$ cat src/rtl/play_pause_pkg.sv
// Shared types and constants for the play/pause controller.
package play_pause_pkg;

  typedef enum logic [1:0] {
    S_PAUSE    = 2'd0,
    S_GO_PLAY  = 2'd1,
    S_PLAY     = 2'd2,
    S_GO_PAUSE = 2'd3
  } state_t;

  localparam logic PLAY  = 1'b1;
  localparam logic PAUSE = 1'b0;

  function automatic logic saida_of(input state_t s);
    return (s == S_GO_PLAY || s == S_PLAY) ? PLAY : PAUSE;
  endfunction

endpackage

$ cat src/rtl/play_pause_fsm_btn_debounce.sv
// Button conditioner: 2-flop synchronizer followed by an optional stability counter.
// Counter enabled with `define PLAY_PAUSE_DEBOUNCE_EN; otherwise dout is the synchronizer output.
module btn_debounce #(
  parameter int unsigned DEBOUNCE_CYCLES = 16,
  parameter int unsigned CNT_W           = 5
) (
  input  logic clk,
  input  logic reset,
  input  logic din,
  output logic dout
);

  if (DEBOUNCE_CYCLES < 1 || (DEBOUNCE_CYCLES >> CNT_W) != 0) begin : g_bad_params
    $error("btn_debounce: DEBOUNCE_CYCLES must be >=1 and fit in CNT_W bits");
  end

  logic sync1;
  logic sync2;

  always_ff @(posedge clk or posedge reset) begin
    if (reset) begin
      sync1 <= 1'b0;
      sync2 <= 1'b0;
    end else begin
      sync1 <= din;
      sync2 <= sync1;
    end
  end

`ifdef PLAY_PAUSE_DEBOUNCE_EN
  localparam logic [CNT_W-1:0] CNT_LAST = CNT_W'(DEBOUNCE_CYCLES - 1);

  logic [CNT_W-1:0] cnt;

  // Any return to the accepted level before the count completes restarts it.
  always_ff @(posedge clk or posedge reset) begin
    if (reset) begin
      cnt  <= '0;
      dout <= 1'b0;
    end else if (sync2 == dout) begin
      cnt <= '0;
    end else if (cnt == CNT_LAST) begin
      dout <= sync2;
      cnt  <= '0;
    end else begin
      cnt <= cnt + 1'b1;
    end
  end
`else
  assign dout = sync2;
`endif

endmodule

$ cat src/rtl/play_pause_fsm.sv
// Play/pause toggle: each complete debounced button press flips saida (1 = PLAY).
// Debouncer enabled with `define PLAY_PAUSE_DEBOUNCE_EN.
module play_pause_fsm
  import play_pause_pkg::*;
#(
  parameter int unsigned DEBOUNCE_CYCLES = 16,
  parameter int unsigned CNT_W           = 5
) (
  input  logic clk,
  input  logic reset,
  input  logic btn,
  output logic saida
);

`ifdef PLAY_PAUSE_DEBOUNCE_EN
  localparam int unsigned SETTLE = DEBOUNCE_CYCLES + 3;
`else
  localparam int unsigned SETTLE = 3;
`endif
  localparam int unsigned SET_W = CNT_W + 2;
  localparam logic [SET_W-1:0] SETTLE_VAL = SET_W'(SETTLE);

  logic             btn_db;
  logic             btn_db_q;
  logic             armed;
  logic             press;
  logic             settled;
  logic [SET_W-1:0] settle_cnt;
  state_t           state;
  state_t           state_next;

  btn_debounce #(
    .DEBOUNCE_CYCLES(DEBOUNCE_CYCLES),
    .CNT_W          (CNT_W)
  ) u_debounce (
    .clk  (clk),
    .reset(reset),
    .din  (btn),
    .dout (btn_db)
  );

  // The reset-cleared input pipeline reads as "released" until it has flushed,
  // so arming waits until btn_db reflects the real button level.
  assign settled = (settle_cnt == SETTLE_VAL);

  always_ff @(posedge clk or posedge reset) begin
    if (reset) begin
      settle_cnt <= '0;
      armed      <= 1'b0;
      btn_db_q   <= 1'b0;
    end else begin
      if (!settled) settle_cnt <= settle_cnt + 1'b1;
      if (settled && !btn_db) armed <= 1'b1;
      btn_db_q <= btn_db;
    end
  end

  assign press = armed && btn_db && !btn_db_q;

  always_comb begin
    state_next = state;
    unique case (state)
      S_PAUSE:    if (press)   state_next = S_GO_PLAY;
      S_GO_PLAY:  if (!btn_db) state_next = S_PLAY;
      S_PLAY:     if (press)   state_next = S_GO_PAUSE;
      S_GO_PAUSE: if (!btn_db) state_next = S_PAUSE;
      default:                 state_next = S_PAUSE;
    endcase
  end

  always_ff @(posedge clk or posedge reset) begin
    if (reset) begin
      state <= S_PAUSE;
      saida <= PAUSE;
    end else begin
      state <= state_next;
      saida <= saida_of(state_next);
    end
  end

endmodule

$ cat config.mk
export PLATFORM = sky130hd
export DESIGN_NAME = play_pause_fsm
export DESIGN_NICKNAME = d
export VERILOG_FILES = /design/src/rtl/play_pause_pkg.sv /design/src/rtl/play_pause_fsm_btn_debounce.sv /design/src/rtl/play_pause_fsm.sv
export SDC_FILE = /design/constraint.sdc
export NUM_CORES = 1
export LEC_CHECK = 0
export ABC_AREA = 1
export BUFFER_PORTS_ARGS = -buffer_cell sky130_fd_sc_hd__buf_2
export CAP_MARGIN = 40
export CORE_AREA = 2 2 39 41
export CTS_CLUSTER_SIZE = 28
export DETAILED_ROUTE_END_ITERATION = 6
export DIE_AREA = 0 0 41 43
export HOLD_SLACK_MARGIN = 0.1
export PLACE_DENSITY = 0.66
export SETUP_SLACK_MARGIN = 0.2
export SYNTH_ARGS = -nofsm -noshare
export SYNTH_HDL_FRONTEND = slang
export SYNTH_HIERARCHICAL = 1
export SYNTH_SLANG_ARGS = --single-unit
export TNS_END_PERCENT = 10
$ cat constraint.sdc
create_clock -name clk -period 1.5 [get_ports clk]
set_clock_uncertainty 0.2 [all_clocks]
set_input_delay 0.15 -clock clk [delete_from_list [all_inputs] [get_ports clk]]
set_output_delay 0.15 -clock clk [all_outputs]
set_load 0.05 [all_outputs]
[Word level (Yosys, flattened, before mapping)]
Cells that the tools add are included.
Word-level totals
  flip-flop bits (word level): 14
  input port bits: 3
  output and inout bits: 1
Operators by class
  add/sub/neg operators: 1
  equal/unequal tests: 6
  mux-type cells: 6
  reduce and logical (&&, ||, !) cells: 7
Operators with widths (count)
  $mux 2: 4
  $pmux 2 s4: 1
  $add 7x1->7 const B: 1
  $eq 7x2->1 const B: 1
  $eq 2x2->1 const B: 3
  $eq 2x1->1 const B: 2
  $logic_and 1x1->1: 3
  $logic_not 1->1: 2
  $logic_not 2->1: 1
  $logic_or 1x1->1: 1
  $mux 1: 1

[Depth between registers and ports, before layout]
Gate-level depths: netlist of the first run.
  word-level depth: 7
  mapped depth: 6

[Modules after synthesis]
The synthesis of the first run kept the hierarchy.
Modules (own cells, without submodules)
  play_pause_fsm: times used 1, cells an instance 63, area each 556.8 um2, sequential area each 300.3 um2
  btn_debounce: times used 1, cells an instance 3, area each 53.8 um2, sequential area each 50.0 um2

[Worst setup path after synthesis of the first run]
Ideal clock, no wire load.
  path type: register to register
  from: reg settle_cnt[0]
  to: reg settle_cnt[2]
  setup time: 0.119 ns
  data arrival time: 0.922 ns
  data required time: 1.181 ns
  setup slack: 0.259 ns
  cell stages (with the launch flop): 6
  path buffers: 0
  period minus slack after synthesis: 1.241 ns
  path through: dfrtp_1 > ha_1 > inv_1 > nor2_2 > nand3_2 > o21a_1
On the way
  cells in the longest elaborated chain, start to end: 1
  elaborated cells between the ends (all ways): 2
  those cells by class: add/sub (1); eq/ne (1)
Ends and longest elaborated chain
  start: declaration: line play_pause_fsm.sv:28  | logic [SET_W-1:0] settle_cnt;
  start signal: assignment: line play_pause_fsm.sv:52  | if (!settled) settle_cnt <= settle_cnt + 1'b1;
  $add 7x1->7 or $eq 7x2->1 (tied branches): line play_pause_fsm.sv:52, play_pause_fsm.sv:44
Several ways; a longest one is shown, not always the timed one.
A chain may end at the register's enable or synchronous reset.

[Worst setup path after layout of the first run]
  from: reg settle_cnt[1]
  to: reg settle_cnt[0]
On the way
  cells in the longest elaborated chain, start to end: 1
Ends and longest elaborated chain
  $eq 7x2->1: line play_pause_fsm.sv:44  | assign settled = (settle_cnt == SETTLE_VAL);
No other way between the ends.

==> results of run 1 <==
-- final cells by class --
type / count / area (um^2) / area share (%)
Clock buffer: 4 / 36.3 / 4.83
Inverter: 11 / 41.3 / 5.49
Multi-Input combinational cell: 41 / 244 / 32.4
Sequential cell: 14 / 350 / 46.6
Tap cell: 16 / 20.0 / 2.66
Timing Repair Buffer: 8 / 60.1 / 7.99
-- path summary, 6_finish.rpt --
path	from	cells past startpoint	slack, ns	end
max	settle_cnt[1]	6	0.17	settle_cnt[0]
min	u_debounce/sync1	0	0.17	u_debounce/dout
max reg2reg	settle_cnt[1]	6	0.17	settle_cnt[0]
min reg2reg	u_debounce/sync1	0	0.17	u_debounce/dout
max in group asynchronous	reset	4	0.38	u_debounce/sync1
min in group asynchronous	reset	3	0.21	armed
-- worst max-delay path: stages (launching register included) --
cell     delay, ns
dfrtp_1       0.39
ha_2          0.20
inv_2         0.06
nor2_4        0.16
nand3_4       0.10
nand2_1       0.08
nand2_1       0.05
-- sequential cells by signal, indices dropped and copies added (netlist names) --
register          count
btn_db_q              1
saida                 1
armed                 1
state                 2
settle_cnt            7
u_debounce/dout       1
u_debounce/sync1      1
-- metrics by stage --
step | setup WS [ns] | hold WS, ns | utilization, % | total power [mW]
final | 0.172 | 0.169 | 54.3 | 0.757
after global routing | 0.0975 | 0.173 | 54.3 | 0.797
after CTS | 0.201 | 0.167 | 51.8 | 0.762
after detailed placement | 0.179 | -0.190 | 46.7 | 0.492
after global placement | 0.193 | -0.190 | 46.7 | 0.489
after floorplan | 0.259 | -0.309 | - | 0.472
-- power groups by stage --
stage	clock, mW	sequential, mW	combinational, mW
2_1_floorplan	0	0.438	0.0343
6_report	0.268	0.408	0.0814
5_1_grt	0.297	0.410	0.0894
3_3_place_gp	0	0.414	0.0748
3_5_place_dp	0	0.416	0.0759
4_1_cts	0.272	0.408	0.0821
-- cell families after synthesis --
family	after synthesis	share of synthesized area (%)
flip-flops	14	57.4
AO/OA/AOI/OAI	5	5.53
AND/OR/NAND/NOR	33	25.4
XOR/XNOR	2	2.87
buffers and inverters	11	6.76
adder cells (fa/ha/maj)	1	2.05
-- layer usage --
metal | global-route usage [%] | up-vias | wire (um)
met2 | 17.8 | 6 | 465
met1 | 20.4 | 208 | 468
li1 | - | 233 | -
met5 | 0 | - | 0
met3 | 4.71 | 2 | 29
met4 | 10.0 | 0 | 14
-- placed cells by master (no fill, tap or decap), drive strengths merged --
master / instances
nand3: 5
ha: 1
nand4: 4
xor2: 2
nand2: 18
o21ai: 2
o21bai: 1
nor2: 6
buf: 5
dlygate4sd3: 3
o21a: 1
dfrtp: 14
a21oi: 1
inv: 11
clkbuf: 4
-- timing repair --
item                                   4_1_cts  5_1_grt
setup endpoints to repair                    3        6
resized for setup                            1        6
endpoints found under the hold margin       15        0
pin swaps                                    0        4
hold buffers                                 3        0
buffers inserted                             0        2
==> results by group, run 1 <==
Outcome
  • Status: completed

Timing
  • TNS Setup: 0 ns
  • Relative slew slack: 70.2%
  • Pins Over Slew Limit: 0
  • Final setup viols: 0
  • Final Cycle Share: 88.6%
  • Worst-Margin Slew: about 0.45 ns
  • Final Hold Fails: 0
  • Final min period: 1.33 ns
  • Fmax: approximately 750 MHz
  • RSZ-0062 raised after global routing: true

Pwr
  • Switching Fraction: 24.9%
  • Combinational Power Share: 10.7%
  • NetSw: 0.189 mW
  • LEAKAGE: about 0.4 nW
  • Clock share of power: 35.4%
  • Seq pwr share: between 50% and 60%
  • Worst vdd ir: 662 uV
  • Cell internal pwr: 0.569 mW
  • PwrDens: a little over 1000 nW/um^2

Detailed routing
  • # DRC: 0
  • Routed len/inst: 10.4 um
  • Pre-antenna DRT Iters: 4
  • Vias per cell: about 4.8
  • Drt total wl: 978 um
  • Routed via count: 449
  • Initial DRC count: 4
  • DRT antenna net count: 0

Synth
  • Synth cell count leaders: nand2_1, dfrtp_1, inv_1
  • Synth Cell Area: just over 600 um^2
  • Syn. warnings: 6
  • Top cell type's share of synthesized area: 57.4%
  • #FFs+latches synth: 14
  • Top_reg_cell synth: dfrtp_1
  • Count of cell types in the netlist: 14
  • Syn nets: 70
  • Synthesized area per cell: 9.25 um^2
  • Syn Inst Count: 66
  • Sequential share of the synthesized area: 57.4%
  • EDFF count, synth: 0
  • Synth area leaders: dfrtp_1, nand2_1, inv_1
  • Async SR Flop Fraction: 100%
  • Most frequent cell after synthesis: nand2_1
  • Cell taking the most area after synthesis: dfrtp_1

Finish
  • Fin area: 752 um^2
  • Inserted Diodes: 0
  • Area Overhead vs Synth: 23.2%
  • Layout Cells excl Fill: 94
  • Ratio of cells with drive above 1 in the final layout: 24.4%
  • Fin nets: 83
  • Fillers: 123

Worst setup path
  • Critical path startpoint category: flop
  • CP Class: reg2reg
  • Required @ worst endpoint: 1.47 ns
  • Critical path endpoint category: flop
  • Worst Path Max Fanout: 4
  • Critical path arrival: 1.30 ns

Clocking
  • CTS Sinks: 14
  • TritonCTS Buffers: 3
  • Clk pin slew, worst setup/hold paths: 0.08 ns
  • Clk buf depth: 2
  • CTS tree: yes
  • CTS H-tree depth: 1
  • Later-pin clock latency in the skew report: between 0.2 and 0.3 ns
  • CTS root buf: clkbuf_4

Min path
  • Type of the most critical hold path: reg2reg

Placed design
  • Dpl hpwl: around 670 um
  • Placed cells: 85
  • IO buf count: 3
  • Placer Congestion: 0.766
  • Placed inst area: 646 um^2

Floorplan
  • Die height: 43 um
  • Chip width: 41 um
  • DIE AREA: ~1800 um^2
  • Floorplan row count: 14
  • IO Count: 4
  • Total core area: 1380 um^2
  • Initial Util: roughly 44%

Global route
  • Gr ovfl total: 0
  • Largest net degree at the start of global routing: 13
  • First-pass GRT wire length: about 1600 um
  • Number of global-route vias before repair: 409
  • Initial antenna violation count: 0
  • Total GRT Usage: ~14%

Job
  • Number of max-cap violations: 0
Note: power is estimated with default switching activity, not from simulation.
==> inputs of run 2 (changes only) <==
Settings changed: RECOVER_POWER set to 100, REMOVE_ABC_BUFFERS set to 1.
==> results by group, run 2 (synthesis results as in run 1) <==
Detailed routing
  • Drt total wl: 974 um
  • Routed len/inst: 10.4 um
  • Initial DRC count: 4
  • DRT antenna net count: 0
  • Pre-antenna DRT Iters: 4
  • Routed via count: 444
  • Vias per cell: roughly 4.7
  • # DRC: 0

Finish
  • Fin nets: 83
  • Most frequent cells in the layout: nand2_1, dfrtp_1, inv_1
  • Top reg by flops: settle_cnt
  • Ratio of cells with drive above 1 in the final layout: between 10% and 20%
  • Commonest non-fill, non-tap cell in the layout: nand2_1
  • Max reg flops: 7
  • Layout Cells excl Fill: 94
  • Inserted Diodes: 0
  • Largest registers: settle_cnt: 7 flops, state: 2 flops
  • Area Overhead vs Synth: 21.9%

Clocking
  • Later-pin clock latency in the skew report: 0.28 ns
  • CTS Sinks: 14
  • CTS root buf: clkbuf_4
  • Clk buf depth: 2
  • CTS H-tree depth: 1
  • TritonCTS Buffers: 3
  • CTS tree: yes
  • Clk pin slew, worst setup/hold paths: 0.08 ns

Worst setup path
  • Worst Path Max Fanout: 4
  • Critical path startpoint category: flop
  • Critical path endpoint category: flop
  • CP Class: reg2reg
  • Critical path arrival: between 1 and 1.5 ns
  • Required @ worst endpoint: 1.48 ns

Floorplan
  • IO Count: 4
  • Total core area: 1380 um^2
  • Die height: ~43 um
  • Chip width: 41 um
  • Initial Util: roughly 44%
  • Floorplan row count: 14
  • DIE AREA: 1760 um^2

Timing
  • Relative slew slack: 70.3%
  • Final setup viols: 0
  • RSZ-0062 raised after global routing: true
  • Worst-Margin Slew: 0.445 ns
  • Final min period: roughly 1.4 ns
  • TNS Setup: 0 ns
  • Fmax: 738 MHz
  • Final Hold Fails: 0
  • Fin Hold WS: 0.169 ns
  • Pins Over Slew Limit: 0
  • Final Cycle Share: 90.3%

Pwr
  • Combinational Power Share: 10.7%
  • Clock share of power: 35.4%
  • LEAKAGE: 0.396 nW
  • Switching Fraction: 24.9%
  • PwrDens: around 1000 nW/um^2
  • NetSw: 0.188 mW
  • Worst vdd ir: 662 uV
  • Seq pwr share: 53.9%
  • Cell internal pwr: 0.568 mW

Global route
  • Number of global-route vias before repair: a little over 400
  • Largest net degree at the start of global routing: 13
  • Initial antenna violation count: 0
  • Gr ovfl total: 0
  • First-pass GRT wire length: between 1500 and 2000 um
  • Total GRT Usage: between 10 and 15%

Placed design
  • IO buf count: 3
  • Placed cells: between 80 and 90
  • Placer Congestion: 0.766
  • Dpl hpwl: ~670 um

Outcome
  • Status: completed

Min path
  • Type of the most critical hold path: reg2reg

Job
  • Number of max-cap violations: 0
-- run 2: worst max-delay path: stages, from the launching register on --
cell and delay, ns:
dfrtp_1 0.38, ha_1 0.17, inv_1 0.09, nor2_4 0.17, nand3_4 0.10, nand2_1 0.09
nand2_2 0.04
-- run 2: area by class of cell --
cell class / count / area [um^2]
clock buffers: 4 / 36.3
fillers: 125 / 639
inverters: 11 / 41.3
multi-input cells: 41 / 236
flip-flops and latches: 14 / 350
well taps: 16 / 20.0
repair buffers: 8 / 60.1
-- run 2: path summary, 6_finish.rpt --
path,start,to,slack [ns],depth (start not counted)
worst max-delay path,settle_cnt[1],settle_cnt[1],0.14,6
worst min register to register,u_debounce/sync1,u_debounce/dout,0.17,0
worst max register to register,settle_cnt[1],settle_cnt[1],0.14,6
min in group asynchronous,reset,armed,0.21,3
worst min-delay path,u_debounce/sync1,u_debounce/dout,0.17,0
max in group asynchronous,reset,u_debounce/sync1,0.38,4
-- run 2: metal layers --
layer / wire [um] / GRT usage, % / share of wire (%) / vias up
met2: 471 / 17.8 / 48 / 6
met1: 462 / 20.4 / 47 / 202
li1: - / - / - / 234
met4: 14 / 10.0 / 1.4 / 0
met5: 0 / 0 / 0 / -
met3: 27 / 4.71 / 2.8 / 2
-- run 2: what timing repair did --
action	CTS	global route
endpoints found under the hold margin	15	0
buffers inserted	0	2
pin swaps	0	4
endpoints found under the setup margin	3	6
resized for setup	1	6
hold buffers	3	0
-- run 2: metrics by stage --
stage	total power, mW	area [um^2]	utilization [%]	setup slack, ns
2_1_floorplan	0.472	611	-	0.259
3_3_place_gp	0.489	646	46.7	0.193
3_5_place_dp	0.492	646	46.7	0.179
4_1_cts	0.762	717	51.8	0.201
5_1_grt	0.797	744	53.8	0.0523
6_report	0.757	744	53.8	0.145
-- run 2: power groups by stage --
stage	Combinational, mW	Sequential, mW	Clock [mW]
after floorplan	0.0343	0.438	0
after global placement	0.0748	0.414	0
after detailed placement	0.0759	0.416	0
after CTS	0.0821	0.408	0.272
after global routing	0.0892	0.411	0.297
final	0.0811	0.408	0.268
==> inputs of run 3 (changes only) <==
Settings changed: ABC_AREA 1 to unset, PLACE_DENSITY 0.66 to 0.6.
==> results by group, run 3 <==
Outcome
  • Status: completed

Job
  • Number of max-cap violations: 0

Timing
  • Final Cycle Share: 99.2%
  • Worst-Margin Slew: between 0.4 and 0.5 ns
  • Pins Over Slew Limit: 0
  • Fmax: 672 MHz
  • Final Hold Fails: 0
  • Final setup viols: 0
  • Final min period: 1.49 ns
  • Relative slew slack: 69.6%
  • RSZ-0062 raised after global routing: true
  • Setup ws final: 0.0114 ns

Placed design
  • Placer Congestion: just under 0.8
  • Dpl hpwl: 700 um
  • Placed inst area: a little over 600 um^2
  • IO buf count: 3
  • Post-Place Worst Slack: -0.0127 ns

Pwr
  • Switching Fraction: 28.1%
  • Worst vdd ir: 658 uV
  • Cell internal pwr: approximately 0.54 mW
  • NetSw: 0.212 mW
  • Clock share of power: 27.5%
  • Seq pwr share: 57.1%
  • PwrDens: 1040 nW/um^2
  • LEAKAGE: between 0.3 and 0.4 nW
  • Combinational Power Share: 15.4%

Global route
  • First-pass GRT wire length: approximately 1600 um
  • Largest net degree at the start of global routing: 13
  • Gr ovfl total: 0
  • Number of global-route vias before repair: 381
  • Total GRT Usage: 14.7%
  • Initial antenna violation count: 0

Clocking
  • TritonCTS Buffers: 3
  • Clk buf depth: 2
  • CTS H-tree depth: 1
  • CTS tree: yes
  • CTS Sinks: 14
  • Clk pin slew, worst setup/hold paths: ~0.08 ns
  • Later-pin clock latency in the skew report: around 0.28 ns
  • CTS root buf: clkbuf_4

Detailed routing
  • Pre-antenna DRT Iters: 4
  • DRT antenna net count: 0
  • Routed len/inst: 14.1 um
  • Initial DRC count: 12
  • Vias per cell: ~5
  • # DRC: 0
  • Drt total wl: 1040 um
  • Routed via count: roughly 360

Finish
  • Area Overhead vs Synth: 33.8%
  • Top reg by flops: settle_cnt
  • Most frequent cells in the layout: dfrtp_1, buf_4, xnor2_1
  • Fillers: 116
  • Fin area: 723 um^2
  • Area of the multi-input gates: 211 um^2
  • Commonest non-fill, non-tap cell in the layout: dfrtp_1
  • Max reg flops: 7
  • Fin nets: 64
  • Inserted Diodes: 0
  • Ratio of cells with drive above 1 in the final layout: 32.8%
  • Seq. cell area: 350 um^2
  • Largest registers: settle_cnt: 7 flops, state: 2 flops

Synth
  • Synth cell count leaders: dfrtp_1, xnor2_1, nand2_1, nor2_1, xor2_1
  • Most frequent cell after synthesis: dfrtp_1
  • Cell taking the most area after synthesis: dfrtp_1
  • Syn. warnings: 6
  • Syn Inst Count: 41
  • Synthesized area per cell: 13.2 um^2
  • Top_reg_cell synth: dfrtp_1
  • EDFF count, synth: 0
  • Count of cell types in the netlist: 15
  • Async SR Flop Fraction: 100%
  • Synth area leaders: dfrtp_1, xnor2_1, xor2_1
  • Top cell type's share of synthesized area: 64.8%
  • Sequential share of the synthesized area: 64.8%
  • #FFs+latches synth: 14
  • Synth Cell Area: 541 um^2

Worst setup path
  • Critical path startpoint category: flop
  • CP Class: reg2reg
  • Critical path endpoint category: flop
  • Critical path arrival: approximately 1.5 ns
  • Required @ worst endpoint: 1.47 ns
  • Worst Path Max Fanout: 2

Floorplan
  • Total core area: 1380 um^2
  • Die height: 43 um
  • IO Count: 4
  • Initial Util: slightly below 40%
  • Chip width: about 40 um
  • DIE AREA: approximately 1800 um^2
  • Floorplan row count: 14

Min path
  • Type of the most critical hold path: reg2reg
==> run 3: layout make-up <==
type                            instances  area share, %
Clock buffer                            3           3.11
Inverter                                2           1.04
Multi-Input combinational cell         25           29.2
Sequential cell                        14           48.4
Tap cell                               16           2.77
Timing Repair Buffer                   14           15.4
==> run 3: power groups by stage <==
stage	logic (mW)	clock network [mW]	registers (mW)
2_1_floorplan	0.0350	0	0.485
3_3_place_gp	0.105	0	0.435
3_5_place_dp	0.114	0	0.442
4_1_cts	0.121	0.211	0.434
5_1_grt	0.125	0.229	0.438
6_report	0.116	0.207	0.431
==> run 3: critical path, stage by stage, from the launching register on <==
cell	delay, ns
dfrtp_1	0.36
ha_2	0.19
nor4b_4	0.23
nand2_2	0.11
mux2_4	0.30
==> run 3: timing repair <==
item                                    CTS  global route
endpoints found under the setup margin    4             7
gates resized for setup                   2             8
hold endpoints to repair                 15             0
hold buffers                              3             0
buffers inserted                          2             1
pin swaps                                 2             2
==> run 3: logic make-up (layout without fill, tap and decap cells) <==
family                     Yosys count  count (layout)  synth area share [%]
adders and majority gates            1               1                  2.31
muxes                                1               1                  2.78
AOI/OAI and AO/OA                    4               4                  4.63
buffers and inverters                2              19                  1.39
and+or+nand+nor                     11              11                  11.1
DFF                                 14              14                  64.8
xor gates and xnor gates             8               8                  13.0
==> run 3: metal layers <==
| layer | track usage (%) | routed length [um] |
|---|---|---|
| met5 | 0 | 0 |
| met3 | 4.71 | 25 |
| met1 | 14.4 | 364 |
| met4 | 10.0 | 22 |
| met2 | 24.4 | 630 |
==> run 3: per-stage QoR <==
| step | total power, mW | hold slack [ns] | setup TNS, ns | util [%] | std cells |
|---|---|---|---|---|---|
| floorplan | 0.520 | -0.309 | -0.0389 | - | 41 |
| global route | 0.792 | 0.161 | -0.0361 | 52.3 | 74 |
| global placement | 0.541 | -0.192 | 0 | 44.3 | 65 |
| detailed placement | 0.556 | -0.187 | -0.0127 | 44.3 | 65 |
| finish | 0.754 | 0.149 | 0 | 52.3 | 74 |
| CTS | 0.765 | 0.152 | 0 | 50.0 | 73 |
==> run 3: final timing paths <==
check / slack (ns) / cells past startpoint / endpoint / startpoint
setup / recovery: 0.01 / 4 / settle_cnt[1] / settle_cnt[0]
hold / removal: 0.15 / 0 / u_debounce/dout / u_debounce/sync1
setup reg to reg: 0.01 / 4 / settle_cnt[1] / settle_cnt[0]
hold reg to reg: 0.15 / 0 / u_debounce/dout / u_debounce/sync1
max in group asynchronous: 0.37 / 4 / u_debounce/dout / reset
min in group asynchronous: 0.21 / 3 / state[1] / reset
